File: config.mk
export PLATFORM = sky130hd
export DESIGN_NAME = serial_digit_adder
export DESIGN_NICKNAME = d
export VERILOG_FILES = /design/src/rtl/serial_digit_adder.sv
export SDC_FILE = /design/constraint.sdc
export NUM_CORES = 1
export LEC_CHECK = 0
export BUFFER_PORTS_ARGS = -buffer_cell sky130_fd_sc_hd__buf_2
export CAP_MARGIN = 20
export CORE_UTILIZATION = 48
export CTS_CLUSTER_SIZE = 20
export DETAILED_ROUTE_END_ITERATION = 12
export HOLD_SLACK_MARGIN = 0.05
export PLACE_DENSITY = 0.7
export SYNTH_ARGS = -nofsm -noshare
export SYNTH_HDL_FRONTEND = slang
export SYNTH_SLANG_ARGS = --single-unit
File: constraint.sdc
create_clock -name clk -period 8.2 [get_ports clk]
set_clock_uncertainty 0.2 [all_clocks]
set_input_delay 0.82 -clock clk [delete_from_list [all_inputs] [get_ports clk]]
set_output_delay 0.82 -clock clk [all_outputs]
set_load 0.05 [all_outputs]
File: src/rtl/serial_digit_adder.sv
// Digit-serial add/subtract unit: DIGIT bits per clock, LSB digit first,
// registered carry chain, start/busy/done handshake and signed overflow.
module serial_digit_adder #(
    parameter int WIDTH = 32,
    parameter int DIGIT = 4
) (
    input  logic             clk,
    input  logic             rst,
    input  logic             start,
    input  logic [WIDTH-1:0] a,
    input  logic [WIDTH-1:0] b,
    input  logic             cin,
    input  logic             sub,
    output logic [WIDTH-1:0] sum,
    output logic             cout,
    output logic             overflow,
    output logic             busy,
    output logic             done
);

    localparam int NSTEP = WIDTH / DIGIT;
    localparam int CW = (NSTEP > 1) ? $clog2(NSTEP) : 1;
    localparam logic [CW-1:0] LAST = CW'(NSTEP - 1);

    typedef enum logic {
        IDLE,
        RUN
    } state_t;

    state_t state, state_nx;

    logic [WIDTH-1:0] opa, opb, res, res_nx;
    logic             carry;
    logic [CW-1:0]    step;
    logic [DIGIT-1:0] da, db, ds;
    logic             dc;
    logic             last;

    assign da   = opa[step*DIGIT +: DIGIT];
    assign db   = opb[step*DIGIT +: DIGIT];
    assign last = (step == LAST);
    assign busy = (state == RUN);

    assign {dc, ds} = {1'b0, da} + {1'b0, db} + {{DIGIT{1'b0}}, carry};

    always_comb begin
        res_nx = res;
        res_nx[step*DIGIT +: DIGIT] = ds;
    end

    always_comb begin
        state_nx = state;
        case (state)
            IDLE: if (start) state_nx = RUN;
            RUN:  if (last) state_nx = IDLE;
            default: state_nx = IDLE;
        endcase
    end

    always_ff @(posedge clk) begin
        if (rst) state <= IDLE;
        else     state <= state_nx;
    end

    always_ff @(posedge clk) begin
        if (rst) begin
            opa      <= '0;
            opb      <= '0;
            res      <= '0;
            carry    <= 1'b0;
            step     <= '0;
            sum      <= '0;
            cout     <= 1'b0;
            overflow <= 1'b0;
            done     <= 1'b0;
        end else begin
            done <= 1'b0;
            case (state)
                IDLE: begin
                    if (start) begin
                        opa   <= a;
                        opb   <= sub ? ~b : b;
                        carry <= sub | cin;
                        step  <= '0;
                    end
                end
                RUN: begin
                    res   <= res_nx;
                    carry <= dc;
                    if (last) begin
                        sum  <= res_nx;
                        cout <= dc;
                        // carry into MSB recovered from the MSB sum bit
                        overflow <= da[DIGIT-1] ^ db[DIGIT-1]
                                  ^ ds[DIGIT-1] ^ dc;
                        done <= 1'b1;
                    end else begin
                        step <= step + CW'(1);
                    end
                end
                default: ;
            endcase
        end
    end

endmodule

After elaboration in Yosys (flattened, before gate mapping)
Cells that the tools add are included.
{ "classes": {"mux": 11, "reduce_logical": 4, "n_div": 0, "shift": 4, "n_lt_le_gt_ge": 0, "n_eq_ne": 3, "n_mul": 0, "add_sub_neg": 4, "bitwise_logic": 6} }
{ "op_table": {"columns": ["op", "count"], "rows": [
  ["indexed part select 32 x 6 -> 4 bit", 2],
  ["negation 5 -> 34 bit", 1],
  ["variable shift 4 x 34 -> 32 bit (first input constant)", 1],
  ["indexed part select 4 x 34 -> 32 bit", 1],
  ["bitwise mux 32 bit", 1],
  ["two-way mux 32 bit", 1],
  ["NOT 32 bit", 1],
  ["two-way mux 3 bit", 2],
  ["one-hot mux 3 bit (2 select lines)", 1],
  ["AND reduction 2 bit", 3],
  ["adder 4 x 4 -> 5 bit", 1],
  ["adder 5 x 1 -> 5 bit", 1],
  ["two-way mux 1 bit", 4],
  ["!= test 2 bit (second input constant)", 2],
  ["one-hot mux 1 bit (2 select lines)", 2],
  ["adder 3 x 1 -> 3 bit (second input constant)", 1],
  ["== test 3 bit (second input constant)", 1],
  ["XOR 1 bit", 3],
  ["OR reduction 2 bit", 1],
  ["NOT 1 bit", 1],
  ["bitwise OR 1 bit", 1]
]} }
{ "totals": {"output_inout_bits": 36, "wordCells": 42, "ramBits": 0, "regBits": 136, "mem_count": 0, "latchBits": 0, "rom_bits": 0} }

Longest topological paths before layout
Gate-level depths: netlist of the first run.
{ "logic_depth": {"ltp_word": 5, "mapped_depth": 12} }

Worst setup path before layout of the first run
No wires, ideal clock.
{ "synth_path": {"path_type": "register to register", "from": "register step[0]", "to": "register sum[25]", "stages_incl_launch_ff": 12, "setup_ps": 114, "n_path_buf": 2, "setup_slack_ps": 4631, "required_time_ps": 7886, "t_arrival_ps": 3254, "cell_sequence": "dfxtp_1 > buf_4 > buf_4 > mux4_2 > nand2_1 > nand2_1 > fa_1 > inv_1 > fa_1 > nor3_1 > nor2_1 > a2111oi_0"} }
{ "synth_via": {"elab_chain_cells": 5} }
{ "synth_lines": {"columns": ["item", "line_no", "rtl"], "rows": [
  ["from (decl)", "34", "logic [CW-1:0] step;"],
  ["from (signal assigned)", "98", "step <= step + CW'(1);"],
  ["indexed part select 32 x 6 -> 4 bit (on tied branches)", "39, 40", null],
  ["adder 4 x 4 -> 5 bit", "44", "assign {dc, ds} = {1'b0, da} + {1'b0, db} + {{DIGIT{1'b0}}, carry};"],
  ["adder 5 x 1 -> 5 bit", "44", null],
  ["indexed part select 4 x 34 -> 32 bit", "48", "res_nx[step*DIGIT +: DIGIT] = ds;"],
  ["bitwise mux 32 bit", "48", null],
  ["to (signal assigned)", "91", "sum <= res_nx;"],
  ["to (decl)", "14", "output logic [WIDTH-1:0] sum,"]
]} }
Several ways; a longest one is shown, not always the timed one.
A chain may end at the register's enable or synchronous reset.

Worst setup path after layout of the first run
{ "layout_path": {"from": "register step[0]", "to": "register sum[29]"} }
The elaborated chain is that of the path after synthesis.

==> results of run 1 <==
-- cell usage in the layout (no fill, tap or decap), drive strengths merged, types with 2 or more instances in the layout --
cell type  netlist  layout
fa               2       2
xor2             2       2
clkinv           1       5
clkbuf          30      25
nand2          102     102
nand4           11      11
nand2b          11      11
nor3            20      20
a211oi          53      53
nor3b            5       5
or2              2       2
and2             4       4
nand4b           4       4
bufinv           0       2
mux4            16      16
xnor2           34      34
nand3b           2       2
a2111oi          6       6
a211o            2       2
a21o             2       2
dfxtp          136     136
ha              10      10
a21oi           55      55
inv              6       6
nor2           113     113
a311oi           3       3
mux2i           37      37
buf             25     109
nand3           10      10
-- synth_stat cells (2+ instances only) --
library cell / n
a2111oi_0: 6
a311oi_1: 3
dfxtp_1: 136
xor2_1: 2
a211oi_1: 53
nand2_1: 101
mux2i_1: 37
nor3_2: 5
clkbuf_1: 30
nand2b_1: 11
a21oi_1: 55
and2_1: 4
nand3_2: 3
xnor2_1: 34
or2_2: 2
nor2_1: 113
a21o_1: 2
nand3_1: 7
fa_1: 2
buf_4: 2
nand4b_1: 4
nor3b_1: 2
buf_2: 15
ha_1: 10
nor3_1: 15
nand4_1: 11
inv_1: 6
nand3b_1: 2
buf_1: 8
a211o_1: 2
nor3b_2: 2
mux4_2: 16
-- worst register-to-register path: cells and delay by family (launching register included) --
family                     cells  cell delay (ns)
adders and majority gates      2             0.95
and+or+nand+nor                4             0.67
muxes                          1             0.56
buffers and inverters          2             0.50
DFF                            1             0.48
AOI/OAI and AO/OA              1             0.41
-- power groups by stage --
stage | clock network (W) | logic, W | registers [W]
after detailed placement | 0 | 0.000172 | 0.000718
after global routing | 0.000793 | 0.000194 | 0.000706
after global placement | 0 | 0.000168 | 0.000716
final | 0.000752 | 0.000174 | 0.000704
after floorplan | 0 | 0.000130 | 0.000711
after CTS | 0.000761 | 0.000173 | 0.000704
-- cell families after synthesis --
family                   synth area share
multiplexers                        0.117
XOR/XNOR                           0.0498
buffers and inverters              0.0409
AO/OA/AOI/OAI                       0.130
AND/OR/NAND/NOR                     0.207
adder cells (fa/ha/maj)            0.0261
flip-flops                          0.430
-- final timing paths --
check,cells after the start,from,endpoint
worst min-delay path,2,res[15],res[15]
worst max register to register,10,step[0],sum[29]
worst min register to register,2,res[15],res[15]
worst max-delay path,10,step[0],sum[29]
-- state kept, by name, summed over array words and instances, names as in the netlist --
signal	cells
done	1
sum	32
opb	32
opa	32
carry	1
step	3
res	32
overflow	1
busy	1
cout	1
-- layout make-up --
| class | count | area [µm²] | share of cell area |
|---|---|---|---|
| Multi-Input combinational cell | 515 | 3360 | 0.449 |
| Sequential cell | 136 | 2720 | 0.363 |
| Inverter | 7 | 26.3 | 0.00351 |
| Clock buffer | 25 | 495 | 0.0661 |
| Tap cell | 172 | 215 | 0.0287 |
| Clock inverter | 7 | 91.3 | 0.0122 |
| Timing Repair Buffer | 109 | 581 | 0.0774 |
| Antenna cell | 1 | 2.50 | 0.000334 |
-- per-stage QoR --
| stage | cell area [µm²] | cells | util |
|---|---|---|---|
| floorplan | 6340 | 713 | - |
| global placement | 6880 | 938 | 0.541 |
| detailed placement | 6880 | 938 | 0.541 |
| CTS | 7470 | 970 | 0.587 |
| global route | 7490 | 971 | 0.589 |
| finish | 7500 | 972 | 0.589 |
-- per-layer routing --
| metal | GRT usage | wire, µm | up-vias | share of wire |
|---|---|---|---|---|
| met3 | 0.0505 | 720 | 24 | 0.050 |
| met2 | 0.364 | 6860 | 146 | 0.48 |
| li1 | - | - | 2632 | - |
| met5 | 0 | 0 | - | 0 |
| met4 | 0.0987 | 285 | 0 | 0.020 |
| met1 | 0.289 | 6410 | 2380 | 0.45 |
==> run_summary.xml, run 1 <==
<?xml version="1.0" encoding="UTF-8"?>
<metrics>
  <group name="status">
    <metric name="run_status" unit="">finished clean</metric>
  </group>
  <group name="cts">
    <metric name="cts_max_path_buffers" unit="">2</metric>
    <metric name="postCtsHoldBufs" unit="">0</metric>
    <metric name="worst_setup_hold_path_clk_slew" unit="ns">0.06</metric>
    <metric name="cts_h_tree_lvls" unit="">4</metric>
    <metric name="cts_tree" unit="">yes</metric>
    <metric name="clkSinkCount" unit="">136</metric>
    <metric name="number_of_cts_inserted_buffers" unit="">17</metric>
    <metric name="setup_fix_buffers_added_after_clock_tree_synthesis" unit="">0</metric>
    <metric name="cts-resized-gates" unit="">0</metric>
    <metric name="cts_root_cell" unit="">clkbuf_16</metric>
    <metric name="clock_latency" unit="ns">0.42</metric>
  </group>
  <group name="timing">
    <metric name="timing_max_transition_violations_final" unit="">0</metric>
    <metric name="holdWs" unit="ns">0.249</metric>
    <metric name="minimum_clock_period" unit="ns">3.91</metric>
    <metric name="layout_worst_path_cycle_share" unit="">0.477</metric>
    <metric name="setup_ws" unit="ns">4.29</metric>
    <metric name="timing_worst_slew_pin_value" unit="ns">1.03</metric>
    <metric name="fin_tns_setup" unit="ns">0</metric>
    <metric name="fmax" unit="GHz">0.256</metric>
    <metric name="rsz0062_at_grt" unit="">no</metric>
    <metric name="timing.final.setup_violations" unit="">0</metric>
    <metric name="timing.slew.headroom" unit="">0.312</metric>
    <metric name="hold_violations" unit="">0</metric>
  </group>
  <group name="floorplanning">
    <metric name="design.die.area" unit="µm²">13700</metric>
    <metric name="die_y" unit="µm">117</metric>
    <metric name="die_width" unit="µm">117</metric>
    <metric name="placeableCoreArea" unit="µm²">12700</metric>
    <metric name="ioPinCount" unit="">105</metric>
    <metric name="rows" unit="">41</metric>
    <metric name="start_util" unit="">0.498</metric>
  </group>
  <group name="finish">
    <metric name="fill_count" unit="">1168</metric>
    <metric name="layout-area-overhead-vs-synth" unit="%">18.3</metric>
    <metric name="layout_cell_share_with_drive_strength_beyond_1" unit="">0.213</metric>
    <metric name="final_nets" unit="">867</metric>
  </group>
  <group name="drt">
    <metric name="drt-pass1-iter-count" unit="">5</metric>
    <metric name="antenna_violating_nets_post_route" unit="">0</metric>
    <metric name="vias_per_cell" unit="">5.33</metric>
    <metric name="wl_per_cell" unit="µm">14.7</metric>
    <metric name="iteration_0_drc_count_of_the_detailed_router" unit="">242</metric>
    <metric name="drc" unit="">0</metric>
    <metric name="totalWireLength" unit="mm">14.3</metric>
    <metric name="routed-via-count" unit="">5182</metric>
  </group>
  <group name="placed_design">
    <metric name="place_worst_setup_slack" unit="ns">4.33</metric>
    <metric name="place_hpwl" unit="mm">9.77</metric>
    <metric name="globalplace.congestion" unit="">0.782</metric>
    <metric name="port-buffer-count" unit="">104</metric>
  </group>
  <group name="pwr">
    <metric name="switchingPower" unit="W">0.000392</metric>
    <metric name="power_frac_clock" unit="">0.461</metric>
    <metric name="totalPowerFinal" unit="W">0.00163</metric>
    <metric name="power.combinational.fraction" unit="">0.107</metric>
    <metric name="power.share.sequential" unit="">0.432</metric>
    <metric name="ir_worst_vdd" unit="mV">0.154</metric>
    <metric name="pwr_density_cell" unit="nW/µm²">217</metric>
    <metric name="internal_power" unit="W">0.00124</metric>
    <metric name="power_switching_share" unit="">0.240</metric>
    <metric name="power_leakage" unit="nW">3.00</metric>
  </group>
  <group name="global_route">
    <metric name="first_global_vias" unit="">4863</metric>
    <metric name="grt_first_pass_wirelength" unit="mm">23.4</metric>
    <metric name="pin_count_of_the_biggest_net_entering_global_routing" unit="">80</metric>
    <metric name="initial_antenna_violation_count" unit="">1</metric>
    <metric name="overflow_left_after_global_routing" unit="">0</metric>
    <metric name="grtUsageTotal" unit="">0.225</metric>
  </group>
  <group name="synthesis">
    <metric name="synth_enable_flop_cells" unit="">0</metric>
    <metric name="seq_area_frac_synth" unit="">0.430</metric>
    <metric name="yosys.cell_types.count" unit="">44</metric>
    <metric name="synth_flop_cell" unit="">dfxtp_1</metric>
    <metric name="synth_area_leaders" unit="">dfxtp_1, nor2_1, a211oi_1</metric>
    <metric name="postSynthAreaPerCell" unit="µm²">8.89</metric>
    <metric name="syn_nets" unit="">794</metric>
    <metric name="yosysTopAreaCell" unit="">dfxtp_1</metric>
    <metric name="syn-cell-area" unit="µm²">6340</metric>
    <metric name="yosysWarningCount" unit="">0</metric>
    <metric name="post_synth_inst_count" unit="">713</metric>
    <metric name="fraction_of_synthesized_cell_area_taken_by_the_top_area_cell_type" unit="">0.430</metric>
    <metric name="async_set_or_reset_register_ratio_after_synthesis" unit="">0</metric>
    <metric name="synth_seq_cells" unit="">136</metric>
  </group>
  <group name="worst_setup_path">
    <metric name="worstPathArrival" unit="ns">4.00</metric>
    <metric name="critical_path_buf_inv_count" unit="">2</metric>
    <metric name="critical_path.max_stage_delay" unit="ns">0.55</metric>
    <metric name="startpoint_type" unit="">register</metric>
    <metric name="worstSetupPathType" unit="">register to register</metric>
    <metric name="cell_by_cell_trace_of_the_critical_path" unit="">buf_4 &gt; mux4_2 &gt; nand2_1 &gt; nand2_1 &gt; fa_1 &gt; inv_1 &gt; fa_1 &gt; nor3_1 &gt; nor2_1 &gt; a2111oi_0</metric>
    <metric name="timing.critical_path.to_type" unit="">register</metric>
    <metric name="worst_ep_required_time" unit="ns">8.29</metric>
    <metric name="largest_driver_fanout_on_the_critical_path" unit="">20</metric>
    <metric name="cpMaxStageDelayCell" unit="">mux4_2</metric>
    <metric name="r2r_setup_slack" unit="ns">4.29</metric>
    <metric name="critical-path-top-delay-family" unit="">adder cells</metric>
  </group>
  <group name="hold_path">
    <metric name="worst_hold_path_class" unit="">register to register</metric>
  </group>
  <group name="flow_run">
    <metric name="cap_violations" unit="">0</metric>
  </group>
</metrics>
No activity file was read; power rests on OpenSTA's default activity.
==> inputs of run 2 (changes only) <==
Clock period 8.2 ns to 4.1 ns, I/O delays scaled along.
==> run 2 against run 1 <==
  * Utilization is 2.2 points higher
  * Worst hold slack got worse by 0.19 ns
  * Clock power increased by 77%
  * Critical endpoint unchanged
==> run_summary.xml, run 2 (synthesis gave the netlist of run 1 again) <==
<?xml version="1.0" encoding="UTF-8"?>
<metrics>
  <group name="floorplanning">
    <metric name="ioPinCount" unit="">105</metric>
    <metric name="die_y" unit="µm">117</metric>
    <metric name="start_util" unit="">0.498</metric>
    <metric name="rows" unit="">41</metric>
    <metric name="placeableCoreArea" unit="µm²">12700</metric>
    <metric name="die_width" unit="µm">117</metric>
    <metric name="design.die.area" unit="µm²">13700</metric>
  </group>
  <group name="drt">
    <metric name="iteration_0_drc_count_of_the_detailed_router" unit="">227</metric>
    <metric name="wl_per_cell" unit="µm">15.1</metric>
    <metric name="totalWireLength" unit="mm">15.2</metric>
    <metric name="vias_per_cell" unit="">5.35</metric>
    <metric name="drt-pass1-iter-count" unit="">5</metric>
    <metric name="antenna_violating_nets_post_route" unit="">0</metric>
    <metric name="drc" unit="">0</metric>
    <metric name="routed-via-count" unit="">5372</metric>
  </group>
  <group name="finish">
    <metric name="final_common_cell" unit="">dfxtp_1</metric>
    <metric name="layout_cell_share_with_drive_strength_beyond_1" unit="">0.210</metric>
    <metric name="layout-area-overhead-vs-synth" unit="%">22.7</metric>
    <metric name="final_nets" unit="">905</metric>
    <metric name="final_cells" unit="">1004</metric>
    <metric name="fill_count" unit="">1124</metric>
    <metric name="finish.utilization" unit="">0.611</metric>
    <metric name="antenna_diode_instance_count" unit="">0</metric>
    <metric name="final_cell_mix" unit="">dfxtp_1, nor2_1, buf_2</metric>
  </group>
  <group name="cts">
    <metric name="cts_max_path_buffers" unit="">2</metric>
    <metric name="number_of_cts_inserted_buffers" unit="">17</metric>
    <metric name="cts_root_cell" unit="">clkbuf_16</metric>
    <metric name="worst_setup_hold_path_clk_slew" unit="ns">0.06</metric>
    <metric name="clock_latency" unit="ns">0.42</metric>
    <metric name="clkSinkCount" unit="">136</metric>
    <metric name="cts-resized-gates" unit="">0</metric>
    <metric name="cts_h_tree_lvls" unit="">4</metric>
    <metric name="cts_tree" unit="">yes</metric>
  </group>
  <group name="timing">
    <metric name="fin_tns_setup" unit="ns">0</metric>
    <metric name="rsz0062_at_grt" unit="">no</metric>
    <metric name="holdWs" unit="ns">0.0589</metric>
    <metric name="timing_worst_slew_pin_value" unit="ns">1.05</metric>
    <metric name="timing.slew.headroom" unit="">0.296</metric>
    <metric name="timing_max_transition_violations_final" unit="">0</metric>
    <metric name="minimum_clock_period" unit="ns">3.59</metric>
    <metric name="fmax" unit="GHz">0.279</metric>
    <metric name="hold_violations" unit="">0</metric>
    <metric name="layout_worst_path_cycle_share" unit="">0.876</metric>
    <metric name="timing.final.setup_violations" unit="">0</metric>
  </group>
  <group name="global_route">
    <metric name="first_global_vias" unit="">5131</metric>
    <metric name="overflow_left_after_global_routing" unit="">0</metric>
    <metric name="initial_antenna_violation_count" unit="">1</metric>
    <metric name="grt_first_pass_wirelength" unit="mm">24.8</metric>
    <metric name="pin_count_of_the_biggest_net_entering_global_routing" unit="">63</metric>
    <metric name="grtUsageTotal" unit="">0.237</metric>
  </group>
  <group name="worst_setup_path">
    <metric name="worst_ep_required_time" unit="ns">4.20</metric>
    <metric name="r2r_cells" unit="">9</metric>
    <metric name="startpoint_type" unit="">register</metric>
    <metric name="largest_driver_fanout_on_the_critical_path" unit="">16</metric>
    <metric name="timing.critical_path.to_type" unit="">register</metric>
    <metric name="worstPathArrival" unit="ns">3.69</metric>
    <metric name="worstSetupPathType" unit="">register to register</metric>
  </group>
  <group name="flow_run">
    <metric name="cap_violations" unit="">0</metric>
  </group>
  <group name="pwr">
    <metric name="power_leakage" unit="nW">3.13</metric>
    <metric name="ir_worst_vdd" unit="mV">0.289</metric>
    <metric name="pwr_density_cell" unit="nW/µm²">402</metric>
  </group>
  <group name="placed_design">
    <metric name="place_hpwl" unit="mm">10.4</metric>
    <metric name="globalplace.congestion" unit="">0.793</metric>
    <metric name="post-place-cells" unit="">946</metric>
    <metric name="port-buffer-count" unit="">104</metric>
  </group>
  <group name="hold_path">
    <metric name="worst_hold_path_class" unit="">primary input to register</metric>
    <metric name="hold-path-cell-count" unit="">3</metric>
  </group>
  <group name="status">
    <metric name="run_status" unit="">finished clean</metric>
  </group>
</metrics>
==> run 2: changes by cell type in the layout (fill, tap and decap cells not counted), sizes merged <==
cell,delta
buf,+8
bufinv,-2
clkbuf,-2
clkinv,-1
diode,-1
dlygate4sd3,+30
==> run 2: worst max-delay path, stage by stage (launching register included) <==
cell and delay [ns]:
dfxtp_1 0.78, mux4_2 0.41, nand2_1 0.08, nand2_1 0.08, fa_1 0.42, inv_1 0.08, fa_1 0.54, nor3_1 0.41
nor2_1 0.09, a2111oi_0 0.39
==> run 2: layout make-up <==
class	count	area, µm²	area share
repair buffers	147	941	0.121
flip-flops and latches	136	2720	0.350
clock inverters	4	22.5	0.00290
clock buffers	23	488	0.0627
well taps	172	215	0.0277
multi-input cells	515	3360	0.432
inverters	7	26.3	0.00338
==> run 2: path summary, 6_finish.rpt <==
path / end / start / slack, ns
setup / recovery: sum[29] / step[1] / 0.51
setup reg to reg: sum[29] / step[1] / 0.51
hold / removal: opa[18] / a[18] / 0.06
hold reg to reg: res[11] / res[11] / 0.26
==> run 2: power breakdown <==
part	internal [W]	switching [W]	leakage, nW
Clock	0.000814	0.000520	0.252
Sequential	0.00137	0.0000393	1.11
Combinational	0.000168	0.000208	1.77
==> run 2: repair_timing <==
action | 4_1_cts | 5_1_grt
hold buffers | 30 | 0
endpoints found under the hold margin | 30 | 0
setup buffers | 0 | 0
endpoints found under the setup margin | 0 | 0
==> run 2: layer usage <==
metal  GRT usage  vias up  wire length, µm
met1       0.302     2502             6910
met5           0        -                0
met4       0.100        0              318
met2       0.383      132             7330
met3      0.0597       25              617
li1            -     2713                -
==> run 2: stage by stage <==
stage	setup slack, ns	power (W)	instance area [µm²]
5_1_grt	0.235	0.00323	7780
6_report	0.510	0.00312	7780
3_5_place_dp	0.528	0.00179	6950
2_1_floorplan	0.531	0.00168	6340
4_1_cts	0.521	0.00314	7760
3_3_place_gp	0.636	0.00178	6950
